`config.mk`:
```
export PLATFORM = sky130hd
export DESIGN_NAME = twiddle_rot8
export DESIGN_NICKNAME = d
export VERILOG_FILES = /design/src/rtl/twiddle_rot8.sv
export SDC_FILE = /design/constraint.sdc
export NUM_CORES = 1
export LEC_CHECK = 0
export CAP_MARGIN = 20
export CORE_UTILIZATION = 61
export CTS_BUF_LIST = sky130_fd_sc_hd__clkbuf_4 sky130_fd_sc_hd__clkbuf_8 sky130_fd_sc_hd__clkbuf_16
export DETAILED_ROUTE_END_ITERATION = 8
export GPL_ROUTABILITY_DRIVEN = 0
export PLACE_DENSITY = 0.89
export RECOVER_POWER = 100
export SLEW_MARGIN = 20
export SYNTH_ARGS = -nofsm -noshare
export SYNTH_HDL_FRONTEND = slang
export SYNTH_SLANG_ARGS = --single-unit
```
`constraint.sdc`:
```
create_clock -name clk -period 4.4 [get_ports clk]
set_clock_uncertainty 0.05 [all_clocks]
set_input_delay 0.88 -clock clk [delete_from_list [all_inputs] [get_ports clk]]
set_output_delay 0.88 -clock clk [all_outputs]
set_load 0.05 [all_outputs]
```
`src/rtl/twiddle_rot8.sv`:
```
// ============================================================================
// twiddle_rot8 : stage-3 twiddle rotator of the 8-point DIF FFT datapath
// Revision     : 1.0
// ============================================================================
`default_nettype none

module div_sqrt_2 #(
    parameter int W = 16
) (
    input  logic         clk,
    input  logic         rst,
    input  logic [W-1:0] x_i,
    output logic [W-1:0] y_o
);
    logic signed [W-1:0] x_s;
    logic        [W-1:0] part_a_d, part_b_d;
    logic        [W-1:0] part_a_q, part_b_q, y_q;

    assign x_s = x_i;

    // Two-stage shift-add: 1/2 + 1/8 + 1/16 + 1/64 + 1/256, all floor shifts.
    always_comb begin
        part_a_d = (x_s >>> 1) + (x_s >>> 3);
        part_b_d = (x_s >>> 4) + (x_s >>> 6) + (x_s >>> 8);
    end

    always_ff @(posedge clk) begin
        if (rst) begin
            part_a_q <= '0;
            part_b_q <= '0;
            y_q      <= '0;
        end else begin
            part_a_q <= part_a_d;
            part_b_q <= part_b_d;
            y_q      <= part_a_q + part_b_q;
        end
    end

    assign y_o = y_q;
endmodule

module twiddle_rot8 #(
    parameter int N = 4
) (
    input  logic            clk,
    input  logic            rst,
    input  logic            in_valid,
    input  logic            in_first,
    input  logic [2**N-1:0] in_re,
    input  logic [2**N-1:0] in_im,
    output logic            out_valid,
    output logic            out_last,
    output logic            out_resync,
    output logic [2**N-1:0] out_re,
    output logic [2**N-1:0] out_im
);
    localparam int       W      = 2**N;
    localparam int       STAGES = 3;
    localparam logic [2:0] POS_W1 = 3'd5;
    localparam logic [2:0] POS_W2 = 3'd6;
    localparam logic [2:0] POS_W3 = 3'd7;

    logic [2:0]        pos_q, pos_d, p;
    logic [STAGES-1:0] vld_q, last_q, rsy_q, rot_q;
    logic              last_d, rsy_d, rot_d;
    logic [W-1:0]      pass_re_d, pass_im_d, pre_re_d, pre_im_d;
    logic [W-1:0]      pass_re_q [STAGES];
    logic [W-1:0]      pass_im_q [STAGES];
    logic [W-1:0]      pre_re_q, pre_im_q;
    logic [W-1:0]      div_re, div_im;

    always_comb begin
        p         = in_first ? 3'd0 : pos_q;
        pos_d     = in_valid ? p + 3'd1 : pos_q;
        last_d    = in_valid && (p == POS_W3);
        rsy_d     = in_valid && in_first && (pos_q != 3'd0);
        rot_d     = in_valid && ((p == POS_W1) || (p == POS_W3));
        pass_re_d = in_re;
        pass_im_d = in_im;
        pre_re_d  = '0;
        pre_im_d  = '0;
        case (p)
            POS_W1: begin
                pre_re_d = in_re + in_im;
                pre_im_d = in_im - in_re;
            end
            POS_W2: begin
                pass_re_d = in_im;
                pass_im_d = -in_re;
            end
            POS_W3: begin
                pre_re_d = in_im - in_re;
                pre_im_d = -in_re - in_im;
            end
            default: ;
        endcase
    end

    // Pass-through values ride a 3-deep delay line to match the scaler path.
    always_ff @(posedge clk) begin
        if (rst) begin
            pos_q    <= '0;
            vld_q    <= '0;
            last_q   <= '0;
            rsy_q    <= '0;
            rot_q    <= '0;
            pre_re_q <= '0;
            pre_im_q <= '0;
            for (int i = 0; i < STAGES; i++) begin
                pass_re_q[i] <= '0;
                pass_im_q[i] <= '0;
            end
        end else begin
            pos_q        <= pos_d;
            vld_q        <= {vld_q[STAGES-2:0], in_valid};
            last_q       <= {last_q[STAGES-2:0], last_d};
            rsy_q        <= {rsy_q[STAGES-2:0], rsy_d};
            rot_q        <= {rot_q[STAGES-2:0], rot_d};
            pre_re_q     <= pre_re_d;
            pre_im_q     <= pre_im_d;
            pass_re_q[0] <= pass_re_d;
            pass_im_q[0] <= pass_im_d;
            for (int i = 1; i < STAGES; i++) begin
                pass_re_q[i] <= pass_re_q[i-1];
                pass_im_q[i] <= pass_im_q[i-1];
            end
        end
    end

    div_sqrt_2 #(.W(W)) u_div_re (
        .clk (clk),
        .rst (rst),
        .x_i (pre_re_q),
        .y_o (div_re)
    );

    div_sqrt_2 #(.W(W)) u_div_im (
        .clk (clk),
        .rst (rst),
        .x_i (pre_im_q),
        .y_o (div_im)
    );

    always_comb begin
        out_valid  = vld_q[STAGES-1];
        out_last   = vld_q[STAGES-1] & last_q[STAGES-1];
        out_resync = vld_q[STAGES-1] & rsy_q[STAGES-1];
        out_re     = '0;
        out_im     = '0;
        if (vld_q[STAGES-1]) begin
            out_re = rot_q[STAGES-1] ? div_re : pass_re_q[STAGES-1];
            out_im = rot_q[STAGES-1] ? div_im : pass_im_q[STAGES-1];
        end
    end
endmodule

`default_nettype wire

```
==> summary.txt, run 1 <==
Global routing
  • Largest net degree at the start of global routing: 88
  • Antenna violations before repair: 0
  • Overall Global Routing Usage: 29.4%
  • GR Overflow Total: 0
  • Vias in the first global route: 10,700
  • First-pass GRT wire length: 52.9 mm

Clock network
  • # resized after CTS: 0
  • Hold_buf cts: 0
  • CTS buffer count: 23
  • Clock-pin slew on the worst setup and hold paths: 60 ps
  • Clock root cell: clkbuf_16
  • Worst-Skew Late Latency: 510 ps
  • H-Tree Level Count: 1
  • Setup bufs post-CTS: 0
  • Clock tree buffer depth: 3
  • CTS tree: done
  • Clock sink count: 233

Synthesis
  • Ys Warns: 0
  • Library cells used by synthesis: 83
  • Top cells by count, synth: 233 x dfxtp_1, 143 x nor2b_1, 127 x nor2_1, 124 x ha_1
  • Synth Instances: 1,511
  • Mapped Nets: 1,698
  • Asr flop ratio synth: 0%
  • Yosys top cell by area: dfxtp_1
  • Sequential share of the synthesized area: 34.7%
  • Dominant cell by count in the synthesized netlist: dfxtp_1
  • EDFF count, synth: 0
  • Post-Syn Area: 0.0134 sq mm
  • Synth Area per Inst: 8.89 sq um
  • Top cells by area, synth: dfxtp_1 35%, ha_1 12%, nor2b_1 6.7%, a21oi_1 4.2%, fa_1 4.0%
  • Area share of the largest cell type after synthesis: 34.7%
  • FF+latch count, synth: 233
  • Synth Flop Type: dfxtp_1

Placement
  • # placed instances: 1,809
  • Post-detail-place hpwl: 22.8 mm
  • # port buffers: 70

Route
  • Starting DRT DRC Count: 1,307
  • Detailed-route wire length: 32.6 mm
  • Drt first pass iters: 6
  • Post-DRT Antenna Nets: 0
  • Total number of vias: 11,100
  • DRC: 0
  • Avg WL per Cell: 17.6 um
  • Vias per inst: 5.99

Setup path
  • Cell family with most CP delay: buffers and inverters
  • Required @ worst endpoint: 3470 ps
  • Max stage delay on crit path: 1060 ps
  • CP max stage cell: dfxtp_1
  • Critical Path Start Type: register
  • Critical path class: register to output port
  • Worst path bufs/invs: 2
  • Critical-path cell list: buf_4 -> mux2i_1 -> nor2b_1 -> dlygate4sd3_1
  • CP Capture Type: output port
  • Critical path arrival: 3140 ps
  • Largest fanout on the critical path: 17

Floorplanning
  • Effective utilization at floorplan: 63.1%
  • Core box area: 0.0213 sq mm
  • Cell Rows: 53
  • Die Y: 150 um
  • Boundary Pins: 71
  • Die width: 150 um
  • Full die area: 0.0226 sq mm

Power
  • Static Leak: 6.57 nW
  • Power per standard cell area: 332 mW/mm^2
  • Overall power: 4.99 mW
  • Worst VDD drop: 0.253 mV

Cells and area
  • Diodes inserted: 0
  • Syn-to-layout area delta: 12.0%
  • Final std cells w/o fill: 1,850
  • Fillers: 1,433
  • Post-route core utilization: 70.7%
  • Fin nets: 1,746
  • Layout cells sized above 1: 4.95%

Timing
  • RSZ-0062 raised after global routing: false
  • Fin crit period: 4070 ps
  • Slew @ Worst Pin: 2970 ps
  • Fin Setup TNS: 0 ps
  • # setup viols final: 0
  • Worst rel slew slack: -98.0%
  • Final Hold Fails: 0
  • Final Slew Violations: 139
  • F_max: 0.246 GHz
  • Tcrit/Tclk final: 92.4%

Flow run
  • Max-Cap Viols: 2

Status
  • Failing checks: max-capacitance violations, max-slew violations
  • Status: finished, violations left

Min path
  • Hold Path Class: register to register
==> per-stage QoR <==
step | setup WS [ps] | hold WS (ps) | cell area (sq um)
2_1_floorplan | 1060 | 364 | 13400
3_3_place_gp | 274 | 367 | 14300
3_5_place_dp | 104 | 371 | 14300
4_1_cts | 559 | 386 | 15100
5_1_grt | 186 | 396 | 15000
6_report | 332 | 385 | 15000
==> registers in the layout, summed over array words and instances, names as in the netlist, 14 cells and up <==
signal / count
pass_re_q: 48
u_div_im.part_a_q: 16
u_div_re.y_o: 16
u_div_im.part_b_q: 14
pre_im_q: 15
u_div_re.part_b_q: 14
u_div_re.part_a_q: 16
pre_re_q: 15
u_div_im.y_o: 16
pass_im_q: 48
==> layer usage <==
metal	vias up	part of all wire (%)	global-route usage, %
met5	-	0	0
met4	0	4.6	13.0
met3	128	8.3	4.55
met2	540	46	49.0
met1	5161	41	37.4
li1	5260	-	-
==> power by group <==
group	internal [mW]	switching (mW)	leakage, nW
Combinational	0.300	0.438	4.28
Clock	1.21	0.813	0.391
Sequential	2.19	0.0412	1.90
==> cell usage in the layout, fill, tap and decap left out, types with 11 or more instances in the layout <==
master / netlist / routed
a22oi_1: 12 / 12
fa_1: 27 / 27
xnor2_1: 55 / 55
xor2_1: 36 / 36
clkbuf_16: 0 / 23
o21ai_0: 43 / 47
a211oi_1: 10 / 11
nand2b_1: 21 / 21
dlygate4sd3_1: 0 / 39
nor2_1: 127 / 127
o21bai_1: 12 / 12
nor3_1: 39 / 39
o21a_1: 14 / 14
inv_1: 80 / 80
a21oi_1: 113 / 115
nand3_1: 18 / 18
ha_1: 124 / 124
clkdlybuf4s50_1: 0 / 30
a21o_1: 36 / 36
nand2_1: 113 / 113
nor2b_1: 143 / 143
a31oi_1: 11 / 12
mux2i_1: 40 / 40
dfxtp_1: 233 / 233
==> kinds of logic after synthesis <==
| kind of cell | Yosys count | synth area share, % |
|---|---|---|
| flops | 233 | 34.7 |
| buf+inv | 142 | 4.08 |
| compound gates | 340 | 17.2 |
| fa+ha+maj | 151 | 15.6 |
| xor+xnor | 91 | 5.93 |
| simple gates | 509 | 19.0 |
| mux | 45 | 3.46 |
==> final timing paths <==
kind | cells past startpoint | to | start | slack (ps)
worst max-delay path | 4 | out_re[4] | rot_q[2] | 330
worst min-delay path | 1 | pass_re_q[0][18] | pass_re_q[0][2] | 390
worst max register to register | 13 | u_div_re.part_b_q[11] | pre_re_q[8] | 1120
worst min register to register | 1 | pass_re_q[0][18] | pass_re_q[0][2] | 390
==> area by class of cell <==
| type | count | area (sq um) | share of cell area (%) |
|---|---|---|---|
| clock buffers | 32 | 681 | 4.52 |
| clock inverters | 9 | 115 | 0.765 |
| inverters | 81 | 304 | 2.02 |
| multi-input cells | 1136 | 8150 | 54.2 |
| flip-flops and latches | 233 | 4660 | 31.0 |
| well taps | 275 | 344 | 2.29 |
| repair buffers | 84 | 788 | 5.24 |
Power figures use the tool's default switching activity.
==> inputs of run 2 (changes only) <==
Settings changed: CAP_MARGIN 20 to default.
==> results of run 2 <==
The final DEF is identical to that of run 1; final timing and power are the same.
==> inputs of run 3 (changes only) <==
Settings changed: ABC_CLOCK_PERIOD_IN_PS from default to 4400.
==> results of run 3 <==
The final DEF is identical to that of run 1; final timing and power are the same.
